$ cat config.mk
export PLATFORM = sky130hd
export DESIGN_NAME = stack_cpu_ctrl_v2_flat
export DESIGN_NICKNAME = d
export VERILOG_FILES = /design/src/rtl/stack_cpu_ctrl_v2_pkg.sv /design/src/rtl/stack_cpu_ctrl_v2_if.sv /design/src/rtl/stack_cpu_ctrl_v2_depth_tracker.sv /design/src/rtl/stack_cpu_ctrl_v2.sv /design/src/flat_wrapper.sv
export SDC_FILE = /design/constraint.sdc
export NUM_CORES = 1
export LEC_CHECK = 0
export ABC_AREA = 1
export CORE_UTILIZATION = 49
export DETAILED_ROUTE_END_ITERATION = 8
export HOLD_SLACK_MARGIN = 0.1
export PLACE_DENSITY_LB_ADDON = 0.15
export SYNTH_ARGS = -nofsm -noshare
export SYNTH_HDL_FRONTEND = slang
export SYNTH_SLANG_ARGS = --single-unit
export TNS_END_PERCENT = 30
$ cat constraint.sdc
create_clock -name clk -period 2 [get_ports clk]
set_input_delay 0.2 -clock clk [delete_from_list [all_inputs] [get_ports clk]]
set_output_delay 0.2 -clock clk [all_outputs]
set_load 0.01 [all_outputs]
$ cat src/rtl/stack_cpu_ctrl_v2_pkg.sv
// Shared types for the stack-machine controller: opcodes, FSM states, fault codes.
package stack_ctrl_pkg;

  typedef enum logic [2:0] {
    OP_ADD  = 3'b000,
    OP_SUB  = 3'b001,
    OP_AND  = 3'b010,
    OP_NOT  = 3'b011,
    OP_PUSH = 3'b100,
    OP_POP  = 3'b101,
    OP_JMP  = 3'b110,
    OP_JZ   = 3'b111
  } opcode_e;

  typedef enum logic [3:0] {
    FETCH,
    DECODE,
    LOAD_A,
    LOAD_B,
    EXEC,
    MEM_RD,
    PUSH_MDR,
    MEM_WR,
    JUMP,
    FAULT
  } state_e;

  typedef enum logic [1:0] {
    FLT_NONE    = 2'b00,
    FLT_UNDER   = 2'b01,
    FLT_OVER    = 2'b10,
    FLT_TIMEOUT = 2'b11
  } fault_e;

  localparam logic [1:0] ALU_PASS = 2'b00;

  function automatic logic is_alu_op(input opcode_e op);
    return op inside {OP_ADD, OP_SUB, OP_AND};
  endfunction

endpackage

$ cat src/rtl/stack_cpu_ctrl_v2_if.sv
// Controller <-> datapath/memory signal bundle; master is the controller side.
interface stack_cpu_ctrl_v2_if #(
  parameter  int unsigned STACK_DEPTH = 8,
  localparam int unsigned DEPTH_W     = $clog2(STACK_DEPTH + 1)
);

  logic [2:0]         opcode;
  logic               tos_zero;
  logic               mem_ready;
  logic               mem_read;
  logic               mem_write;
  logic               addr_src;
  logic               ir_write;
  logic               pc_write;
  logic               jump;
  logic               mdr_en;
  logic               load_a;
  logic               load_b;
  logic [1:0]         alu_control;
  logic               push;
  logic               pop;
  logic               stack_src;
  logic [DEPTH_W-1:0] depth;
  logic               fault;
  logic [1:0]         fault_code;

  modport master (
    input  opcode, tos_zero, mem_ready,
    output mem_read, mem_write, addr_src, ir_write, pc_write, jump, mdr_en,
           load_a, load_b, alu_control, push, pop, stack_src,
           depth, fault, fault_code
  );

  modport slave (
    output opcode, tos_zero, mem_ready,
    input  mem_read, mem_write, addr_src, ir_write, pc_write, jump, mdr_en,
           load_a, load_b, alu_control, push, pop, stack_src,
           depth, fault, fault_code
  );

endinterface

$ cat src/rtl/stack_cpu_ctrl_v2_depth_tracker.sv
// Shadow occupancy counter of the hardware stack with legality compares for DECODE.
module stack_depth_tracker #(
  parameter  int unsigned STACK_DEPTH = 8,
  localparam int unsigned DEPTH_W     = $clog2(STACK_DEPTH + 1)
) (
  input  logic               clk_i,
  input  logic               rst_i,
  input  logic               push_i,
  input  logic               pop_i,
  output logic [DEPTH_W-1:0] depth_o,
  output logic               can_pop1_o,
  output logic               can_pop2_o,
  output logic               can_push_o
);

  logic [DEPTH_W-1:0] depth_q;

  always_ff @(posedge clk_i or posedge rst_i) begin
    if (rst_i) begin
      depth_q <= '0;
    end else if (push_i) begin
      depth_q <= depth_q + 1'b1;
    end else if (pop_i) begin
      depth_q <= depth_q - 1'b1;
    end
  end

  assign depth_o    = depth_q;
  assign can_pop1_o = (depth_q >= DEPTH_W'(1));
  assign can_pop2_o = (depth_q >= DEPTH_W'(2));
  assign can_push_o = (depth_q <  DEPTH_W'(STACK_DEPTH));

  a_push_pop_excl: assert property (@(posedge clk_i) disable iff (rst_i) !(push_i && pop_i));

endmodule

$ cat src/rtl/stack_cpu_ctrl_v2.sv
// Multicycle controller for the 3-bit-opcode stack machine with memory wait states,
// depth checking, memory timeout watchdog and a sticky FAULT state.
module stack_cpu_ctrl_v2
  import stack_ctrl_pkg::*;
#(
  parameter int unsigned STACK_DEPTH  = 8,
  parameter int unsigned WAIT_TIMEOUT = 15
) (
  input  logic                clk,
  input  logic                reset,
  stack_cpu_ctrl_v2_if.master bus
);

  localparam int unsigned DEPTH_W = $clog2(STACK_DEPTH + 1);
  localparam int unsigned TMR_W   = $clog2(WAIT_TIMEOUT + 1);
  localparam logic [TMR_W-1:0] TMR_LAST = TMR_W'(WAIT_TIMEOUT - 1);

  state_e             state_q;
  fault_e             fault_code_q;
  logic               fault_q;
  logic [TMR_W-1:0]   timer_q;

  opcode_e            op;
  fault_e             dec_fault;
  state_e             dispatch;
  logic               can_pop1, can_pop2, can_push;
  logic               mem_wait, timeout;
  logic               push_s, pop_s;
  logic [DEPTH_W-1:0] depth;

  assign op       = opcode_e'(bus.opcode);
  assign mem_wait = (state_q inside {FETCH, MEM_RD, MEM_WR}) && !bus.mem_ready;
  // Fires on the WAIT_TIMEOUT-th consecutive not-ready cycle; ready is low so no completion strobe leaks.
  assign timeout  = mem_wait && (timer_q == TMR_LAST);

  stack_depth_tracker #(
    .STACK_DEPTH (STACK_DEPTH)
  ) u_depth (
    .clk_i      (clk),
    .rst_i      (reset),
    .push_i     (push_s),
    .pop_i      (pop_s),
    .depth_o    (depth),
    .can_pop1_o (can_pop1),
    .can_pop2_o (can_pop2),
    .can_push_o (can_push)
  );

  always_comb begin
    dec_fault = FLT_NONE;
    if (is_alu_op(op) && !can_pop2) begin
      dec_fault = FLT_UNDER;
    end else if ((op inside {OP_NOT, OP_POP, OP_JZ}) && !can_pop1) begin
      dec_fault = FLT_UNDER;
    end else if ((op == OP_PUSH) && !can_push) begin
      dec_fault = FLT_OVER;
    end

    case (op)
      OP_ADD, OP_SUB, OP_AND, OP_NOT: dispatch = LOAD_A;
      OP_PUSH:                        dispatch = MEM_RD;
      OP_POP:                         dispatch = MEM_WR;
      default:                        dispatch = JUMP;
    endcase
  end

  always_ff @(posedge clk or posedge reset) begin
    if (reset) begin
      state_q      <= FETCH;
      fault_q      <= 1'b0;
      fault_code_q <= FLT_NONE;
      timer_q      <= '0;
    end else begin
      timer_q <= mem_wait ? timer_q + 1'b1 : '0;
      if (timeout) begin
        state_q      <= FAULT;
        fault_q      <= 1'b1;
        fault_code_q <= FLT_TIMEOUT;
      end else begin
        case (state_q)
          FETCH:    if (bus.mem_ready) state_q <= DECODE;
          DECODE: begin
            if (dec_fault != FLT_NONE) begin
              state_q      <= FAULT;
              fault_q      <= 1'b1;
              fault_code_q <= dec_fault;
            end else begin
              state_q <= dispatch;
            end
          end
          LOAD_A:   state_q <= (op == OP_NOT) ? EXEC : LOAD_B;
          LOAD_B:   state_q <= EXEC;
          EXEC:     state_q <= FETCH;
          MEM_RD:   if (bus.mem_ready) state_q <= PUSH_MDR;
          PUSH_MDR: state_q <= FETCH;
          MEM_WR:   if (bus.mem_ready) state_q <= FETCH;
          JUMP:     state_q <= FETCH;
          FAULT:    state_q <= FAULT;
          default:  state_q <= FETCH;
        endcase
      end
    end
  end

  // Strobes are Mealy on mem_ready/tos_zero and forced low while reset is held.
  always_comb begin
    bus.mem_read    = 1'b0;
    bus.mem_write   = 1'b0;
    bus.addr_src    = 1'b0;
    bus.ir_write    = 1'b0;
    bus.pc_write    = 1'b0;
    bus.jump        = 1'b0;
    bus.mdr_en      = 1'b0;
    bus.load_a      = 1'b0;
    bus.load_b      = 1'b0;
    bus.alu_control = ALU_PASS;
    bus.stack_src   = 1'b0;
    push_s          = 1'b0;
    pop_s           = 1'b0;
    if (!reset) begin
      case (state_q)
        FETCH: begin
          bus.mem_read = 1'b1;
          if (bus.mem_ready) begin
            bus.ir_write = 1'b1;
            bus.pc_write = 1'b1;
          end
        end
        LOAD_A: begin
          pop_s      = 1'b1;
          bus.load_a = 1'b1;
        end
        LOAD_B: begin
          pop_s      = 1'b1;
          bus.load_b = 1'b1;
        end
        EXEC: begin
          push_s          = 1'b1;
          bus.alu_control = bus.opcode[1:0];
        end
        MEM_RD: begin
          bus.addr_src = 1'b1;
          bus.mem_read = 1'b1;
          bus.mdr_en   = bus.mem_ready;
        end
        PUSH_MDR: begin
          push_s        = 1'b1;
          bus.stack_src = 1'b1;
        end
        MEM_WR: begin
          bus.addr_src  = 1'b1;
          bus.mem_write = 1'b1;
          pop_s         = bus.mem_ready;
        end
        JUMP: begin
          bus.jump     = 1'b1;
          bus.pc_write = bus.opcode[0] ? bus.tos_zero : 1'b1;
        end
        default: ;
      endcase
    end
  end

  assign bus.push       = push_s;
  assign bus.pop        = pop_s;
  assign bus.depth      = depth;
  assign bus.fault      = fault_q;
  assign bus.fault_code = fault_code_q;

endmodule

$ cat src/flat_wrapper.sv
// flat-port wrapper written by rule: the top's interface ports become plain ports
module stack_cpu_ctrl_v2_flat import stack_ctrl_pkg::*;
#(
  parameter int unsigned STACK_DEPTH  = 8,
  parameter int unsigned WAIT_TIMEOUT = 15
)
  (clk, reset, bus_opcode, bus_tos_zero, bus_mem_ready, bus_mem_read, bus_mem_write, bus_addr_src, bus_ir_write, bus_pc_write, bus_jump, bus_mdr_en, bus_load_a, bus_load_b, bus_alu_control, bus_push, bus_pop, bus_stack_src, bus_depth, bus_fault, bus_fault_code);
  stack_cpu_ctrl_v2_if #(.STACK_DEPTH(STACK_DEPTH)) bus_i ();
  input  logic clk;
  input  logic reset;
  input wire logic [$bits(bus_i.opcode)-1:0] bus_opcode;
  input wire logic [$bits(bus_i.tos_zero)-1:0] bus_tos_zero;
  input wire logic [$bits(bus_i.mem_ready)-1:0] bus_mem_ready;
  output wire logic [$bits(bus_i.mem_read)-1:0] bus_mem_read;
  output wire logic [$bits(bus_i.mem_write)-1:0] bus_mem_write;
  output wire logic [$bits(bus_i.addr_src)-1:0] bus_addr_src;
  output wire logic [$bits(bus_i.ir_write)-1:0] bus_ir_write;
  output wire logic [$bits(bus_i.pc_write)-1:0] bus_pc_write;
  output wire logic [$bits(bus_i.jump)-1:0] bus_jump;
  output wire logic [$bits(bus_i.mdr_en)-1:0] bus_mdr_en;
  output wire logic [$bits(bus_i.load_a)-1:0] bus_load_a;
  output wire logic [$bits(bus_i.load_b)-1:0] bus_load_b;
  output wire logic [$bits(bus_i.alu_control)-1:0] bus_alu_control;
  output wire logic [$bits(bus_i.push)-1:0] bus_push;
  output wire logic [$bits(bus_i.pop)-1:0] bus_pop;
  output wire logic [$bits(bus_i.stack_src)-1:0] bus_stack_src;
  output wire logic [$bits(bus_i.depth)-1:0] bus_depth;
  output wire logic [$bits(bus_i.fault)-1:0] bus_fault;
  output wire logic [$bits(bus_i.fault_code)-1:0] bus_fault_code;
  assign bus_i.opcode = bus_opcode;
  assign bus_i.tos_zero = bus_tos_zero;
  assign bus_i.mem_ready = bus_mem_ready;
  assign bus_mem_read = bus_i.mem_read;
  assign bus_mem_write = bus_i.mem_write;
  assign bus_addr_src = bus_i.addr_src;
  assign bus_ir_write = bus_i.ir_write;
  assign bus_pc_write = bus_i.pc_write;
  assign bus_jump = bus_i.jump;
  assign bus_mdr_en = bus_i.mdr_en;
  assign bus_load_a = bus_i.load_a;
  assign bus_load_b = bus_i.load_b;
  assign bus_alu_control = bus_i.alu_control;
  assign bus_push = bus_i.push;
  assign bus_pop = bus_i.pop;
  assign bus_stack_src = bus_i.stack_src;
  assign bus_depth = bus_i.depth;
  assign bus_fault = bus_i.fault;
  assign bus_fault_code = bus_i.fault_code;
  stack_cpu_ctrl_v2 #(.STACK_DEPTH(STACK_DEPTH), .WAIT_TIMEOUT(WAIT_TIMEOUT)) u_core (.clk(clk), .reset(reset), .bus(bus_i));
endmodule
* Word level (Yosys, flattened, before mapping)
Cells that the tools add are included.
Operators by class: equality and inequality tests 19, reductions and logical operators 25, muxes and demuxes 48, $add $sub $neg 3, order comparisons 3
Operator list (number):
- $mux 4 | 8
- $pmux 4 s7 | 1
- $mux 1 | 27
- $eq 4x3->1 const B | 4
- $mux 2 | 8
- $eq 4x4->1 const B | 3
- $pmux 4 s3 | 1
- $eq 3x3->1 const B | 3
- $ne 3x2->1 const B | 3
- $reduce_bool 3->1 | 3
- $add 4x1->4 const B | 2
- $eq 4x2->1 const B | 2
- $reduce_bool 2->1 | 4
- $reduce_or 2->1 | 4
- $eq 3x2->1 const B | 2
- $logic_and 1x1->1 | 5
- $eq 4x1->1 const B | 1
- $ge 4x1->1 const B | 1
- $ge 4x2->1 const B | 1
- $logic_not 1->1 | 4
- $logic_not 4->1 | 1
- $lt 4x4->1 const B | 1
- $pmux 1 s2 | 2
- $reduce_or 4->1 | 1
- 6 further kinds | 6
Word-level totals: word-level logic and storage cells 103, output and inout port bits 21, register bits after elaboration 15

* Longest topological paths before layout
depth in word-level cells 10, depth in mapped cells 11, gate-level depth less buffers 11

* By module
A second synthesis with hierarchy kept.
Second synthesis, totals: cell total of the unflattened synthesis 159, area, all modules 1081.0 µm²
By module, submodules not included:
- stack_cpu_ctrl_v2 | area each 799.5 µm², cells an instance 123, instances 1, seq. area each 275.3 µm²
- stack_depth_tracker | area each 281.5 µm², cells an instance 36, instances 1, seq. area each 100.1 µm²

* Worst setup path before layout
OpenSTA, ideal clock, no wires.
kind reg-to-output, start reg u_core.state_q[0], end out bus_pc_write, path buffers 0, path slack 0.523 ns, stages on the path, launching flop included 6, arrival 1.277 ns, data required time 1.800 ns, cell sequence dfrtp_1 nor2_1 nand2_1 nor3_1 o21ai_0 o21ai_0
On the way: word-level cells in the longest chain between the ends 3, elaborated cells on any way between the ends 4, classes of those cells 1 x eq/ne; 2 x mux; 1 x reduce/logical
Ends and longest elaborated chain:
- start, declared | RTL line stack_cpu_ctrl_v2.sv:18 | state_e state_q;
- start signal, assigned | RTL line stack_cpu_ctrl_v2.sv:88 | state_q <= dispatch;
- start signal, assigned | RTL line stack_cpu_ctrl_v2.sv:91 | LOAD_A: state_q <= (op == OP_NOT) ? EXEC : LOAD_B;
- $eq 4x4->1 / $logic_not 4->1 (equally long branches) | RTL line stack_cpu_ctrl_v2.sv:121 | case (state_q)
- $pmux 1 s2 * | RTL line stack_cpu_ctrl_v2.sv:121
- $mux 1 * | RTL line stack_cpu_ctrl_v2.sv:120 | if (!reset) begin
- end, declared | RTL line flat_wrapper.sv:18 | output wire logic [$bits(bus_i.pc_write)-1:0] bus_pc_write;
Every way passes the cells marked *; elsewhere a longest branch is shown, timed or not.

* Worst setup path in the final report
start reg u_core.state_q[3], end out bus_stack_src
On the way: word-level cells in the longest chain between the ends 3
Ends and longest elaborated chain:
- $eq 4x3->1 | RTL line stack_cpu_ctrl_v2.sv:121
- $mux 1 | RTL line stack_cpu_ctrl_v2.sv:121
- $mux 1 | RTL line stack_cpu_ctrl_v2.sv:120
- end, declared | RTL line flat_wrapper.sv:26 | output wire logic [$bits(bus_i.stack_src)-1:0] bus_stack_src;
No other way between the ends.

==> impl_metrics.env <==
export IMPL_netlist_area_mm2=0.001162
export IMPL_tritoncts="built"
export IMPL_critPathBufInv=3
export IMPL_rsz0062_at_grt="true"
export IMPL_final_antenna_net_count=0
export IMPL_hold_violations=0
export IMPL_seq_area_frac_synth_pct=32.29
export IMPL_drc=0
export IMPL_fin_crit_ns=2.000
export IMPL_slew_headroom_pct=80.45
export IMPL_clkSinkCount=15
export IMPL_floorplan_initialDensity_pct=52.04
export IMPL_clock_latency_ns=0.28
export IMPL_layout_commonest_cell="nand2_1"
export IMPL_diodes=0
export IMPL_clock_fmax_mhz=499.9
export IMPL_die_y_um=50.71
export IMPL_synth_area_top_cells="dfrtp_1, nand2_1, nor2_1"
export IMPL_critPathLaunch="u_core.state_q[3]$_DFFE_PP0P_"
export IMPL_dieArea_mm2=0.002571
export IMPL_slew_violations=0
export IMPL_root_buffer="clkbuf_4"
export IMPL_cp_slowest_cell="clkdlybuf4s50_1"
export IMPL_worstPathArrival_ns=1.80
export IMPL_tightest_slew_ns=0.2932
export IMPL_fp_coreArea_mm2=0.002233
export IMPL_worstSetupPathType="reg2out"
export IMPL_cts_buffer_depth=2
export IMPL_endpoint_kind="primary output"
export IMPL_cpMostUsedCell="inv_2"
export IMPL_hold_ws_ns=0.2855
export IMPL_area_growth_pct=37.35
export IMPL_clk_pin_slew_ns=0.09
export IMPL_worstSetupStartpointType="register"
export IMPL_drt_first_pass_iters=5
export IMPL_wl_mm=2.914
export IMPL_yosys_warnings=0
export IMPL_grt_max_degree=19
export IMPL_r2r_start="u_core.u_depth.depth_o[0]$_DFFE_PP0P_"
export IMPL_post_cts_buffers=0
export IMPL_setup_ws_ns=-0.0002093
export IMPL_track_usage_pct=26.65
export IMPL_final_layout_size_suffix_gt1_share_pct=21.76
export IMPL_io_buffers=27
export IMPL_hold_path_class="in2async"
export IMPL_rows=17
export IMPL_cts_buffers=3
export IMPL_synthCells=153
export IMPL_synth_top_area_cell="dfrtp_1"
export IMPL_vias=1155
export IMPL_grt_pass1_wl_mm=5.140
export IMPL_dieWidth_um=50.71
export IMPL_status="finished with violations"
export IMPL_syn_avg_cell_area_um2=7.597
export IMPL_grt_overflow_total=0
export IMPL_cellLeakagePower_uw=0.0008483
export IMPL_powerDensity_mw_per_mm2=1260
export IMPL_final_cell_mix="nand2_1, nor2_1, clkdlybuf4s50_1"
export IMPL_pre_cts_ws_ns=-0.02842
export IMPL_worst_path_largest_cell_delay_ns=0.54
export IMPL_dp_hpwl_mm=2.273
export IMPL_post_route_util_pct=71.48
export IMPL_path_delay_family="buffers and inverters"
export IMPL_via_per_inst=5.226
export IMPL_design_area_mm2=0.001597
export IMPL_syn_num_nets=166
export IMPL_cts_hold_buf=0
export IMPL_cap_violations=0
export IMPL_grt_pass1_vias=1161
export IMPL_ys_ff_latch=15
export IMPL_io_pins=28
export IMPL_ir_worst_vdd_v=0.0009443
export IMPL_gp_congestion=0.9427
export IMPL_cp_cell_sequence="inv_2 > nand2_4 > nor3_4 > inv_2 > nor2_1 > clkdlybuf4s50_1"
export IMPL_required_ns=1.80
export IMPL_setup_viol_count_final=1
export IMPL_yosysTopAreaCellShare_pct=32.29
export IMPL_fin_crit_sh_pct=100.0
export IMPL_fin_skew_ns=0.001777
export IMPL_reg2reg_slack_ns=0.34
export IMPL_placed_area_mm2=0.001548
export IMPL_violations="setup timing"
export IMPL_crit_fanout=8
export IMPL_h_tree_depth=1
export IMPL_routedWlPerCell_um=13.19
export IMPL_drt_iter0_drc=28
export IMPL_nets=207
export IMPL_antenna_found_initial=0
export IMPL_synth_cell_type_count=29
report_power, final:
part           switching, uW  leakage (uW)  internal [uW]
clock                   99.1     0.0000177           74.2
combinational            737      0.000641            544
sequential               139      0.000189            419
total                    975      0.000848           1040
flip-flops by register name (all words and copies together) (netlist names):
name and flops:
u_core.state_q 4, u_core.timer_q 4, u_core.u_depth.depth_o 4, u_core.bus.fault_code 2, u_core.bus.fault 1
final timing paths:
kind                                                         endpoint  cells after the start
worst max-delay path                                    bus_stack_src                      6
worst min-delay path            u_core.u_depth.depth_o[2]$_DFFE_PP0P_                      3
worst max register to register   u_core.bus.fault_code[1]$_DFFE_PP0P_                      9
worst min register to register            u_core.timer_q[0]$_DFF_PP0_                      1
max in group asynchronous               u_core.state_q[2]$_DFFE_PP0P_                      3
min in group clk                          u_core.timer_q[0]$_DFF_PP0_                      1
worst reg2reg max path, delay by kind of cell, from the launching register on:
family        cells  cell delay [ns]
fa+ha+maj         1             0.18
simple gates      6             0.69
flops             1             0.47
buf+inv           2             0.20
routing by layer:
metal | track usage (%) | vias up | wire length [um]
li1 | - | 575 | -
met1 | 38.14 | 546 | 1422
met2 | 41.78 | 32 | 1366
met3 | 2.424 | 2 | 109
met4 | 9.259 | 0 | 16
met5 | 0 | - | 0
cells by family (layout without fill, tap and decap cells):
kind of cell	count (synthesis)	in the layout	synth area share (%)
AOI/OAI and AO/OA	13	13	6.028
xor gates and xnor gates	7	7	5.922
and+or+nand+nor	91	91	42.52
DFF	15	15	32.29
adders and majority gates	6	6	6.458
buffers and inverters	21	61	6.781
area by class of cell:
class / instances / area [um^2]
clock inverters: 1 / 5.005
fillers: 183 / 636.9
clock buffers: 3 / 22.52
well taps: 28 / 35.03
multi-input cells: 117 / 726.9
repair buffers: 36 / 351.6
flip-flops and latches: 15 / 376.6
inverters: 21 / 78.83
Yosys cell counts (all sizes together):
| cell | instances |
|---|---|
| xnor2 | 3 |
| a21oi | 1 |
| nand2 | 35 |
| o21ai | 11 |
| nand4 | 3 |
| nand3 | 18 |
| nor3b | 1 |
| nor2 | 25 |
| ha | 6 |
| dfrtp | 15 |
| a31oi | 1 |
| nand3b | 2 |
| xor2 | 4 |
| inv | 21 |
| nor4 | 1 |
| nor3 | 6 |
through the flow:
step / TNS [ns] / std cells / total power [uW]
floorplan: 0 / 153 / 1362
global placement: 0 / 217 / 1776
detailed placement: -0.02842 / 217 / 1820
CTS: -0.2247 / 221 / 1998
global route: -0.2015 / 221 / 2201
finish: -0.0002093 / 221 / 2012
timing repair:
item,in CTS,in global routing
gates resized for setup,7,6
pin swaps,0,2
setup endpoints to repair,10,7
Power figures use the tool's default switching activity.
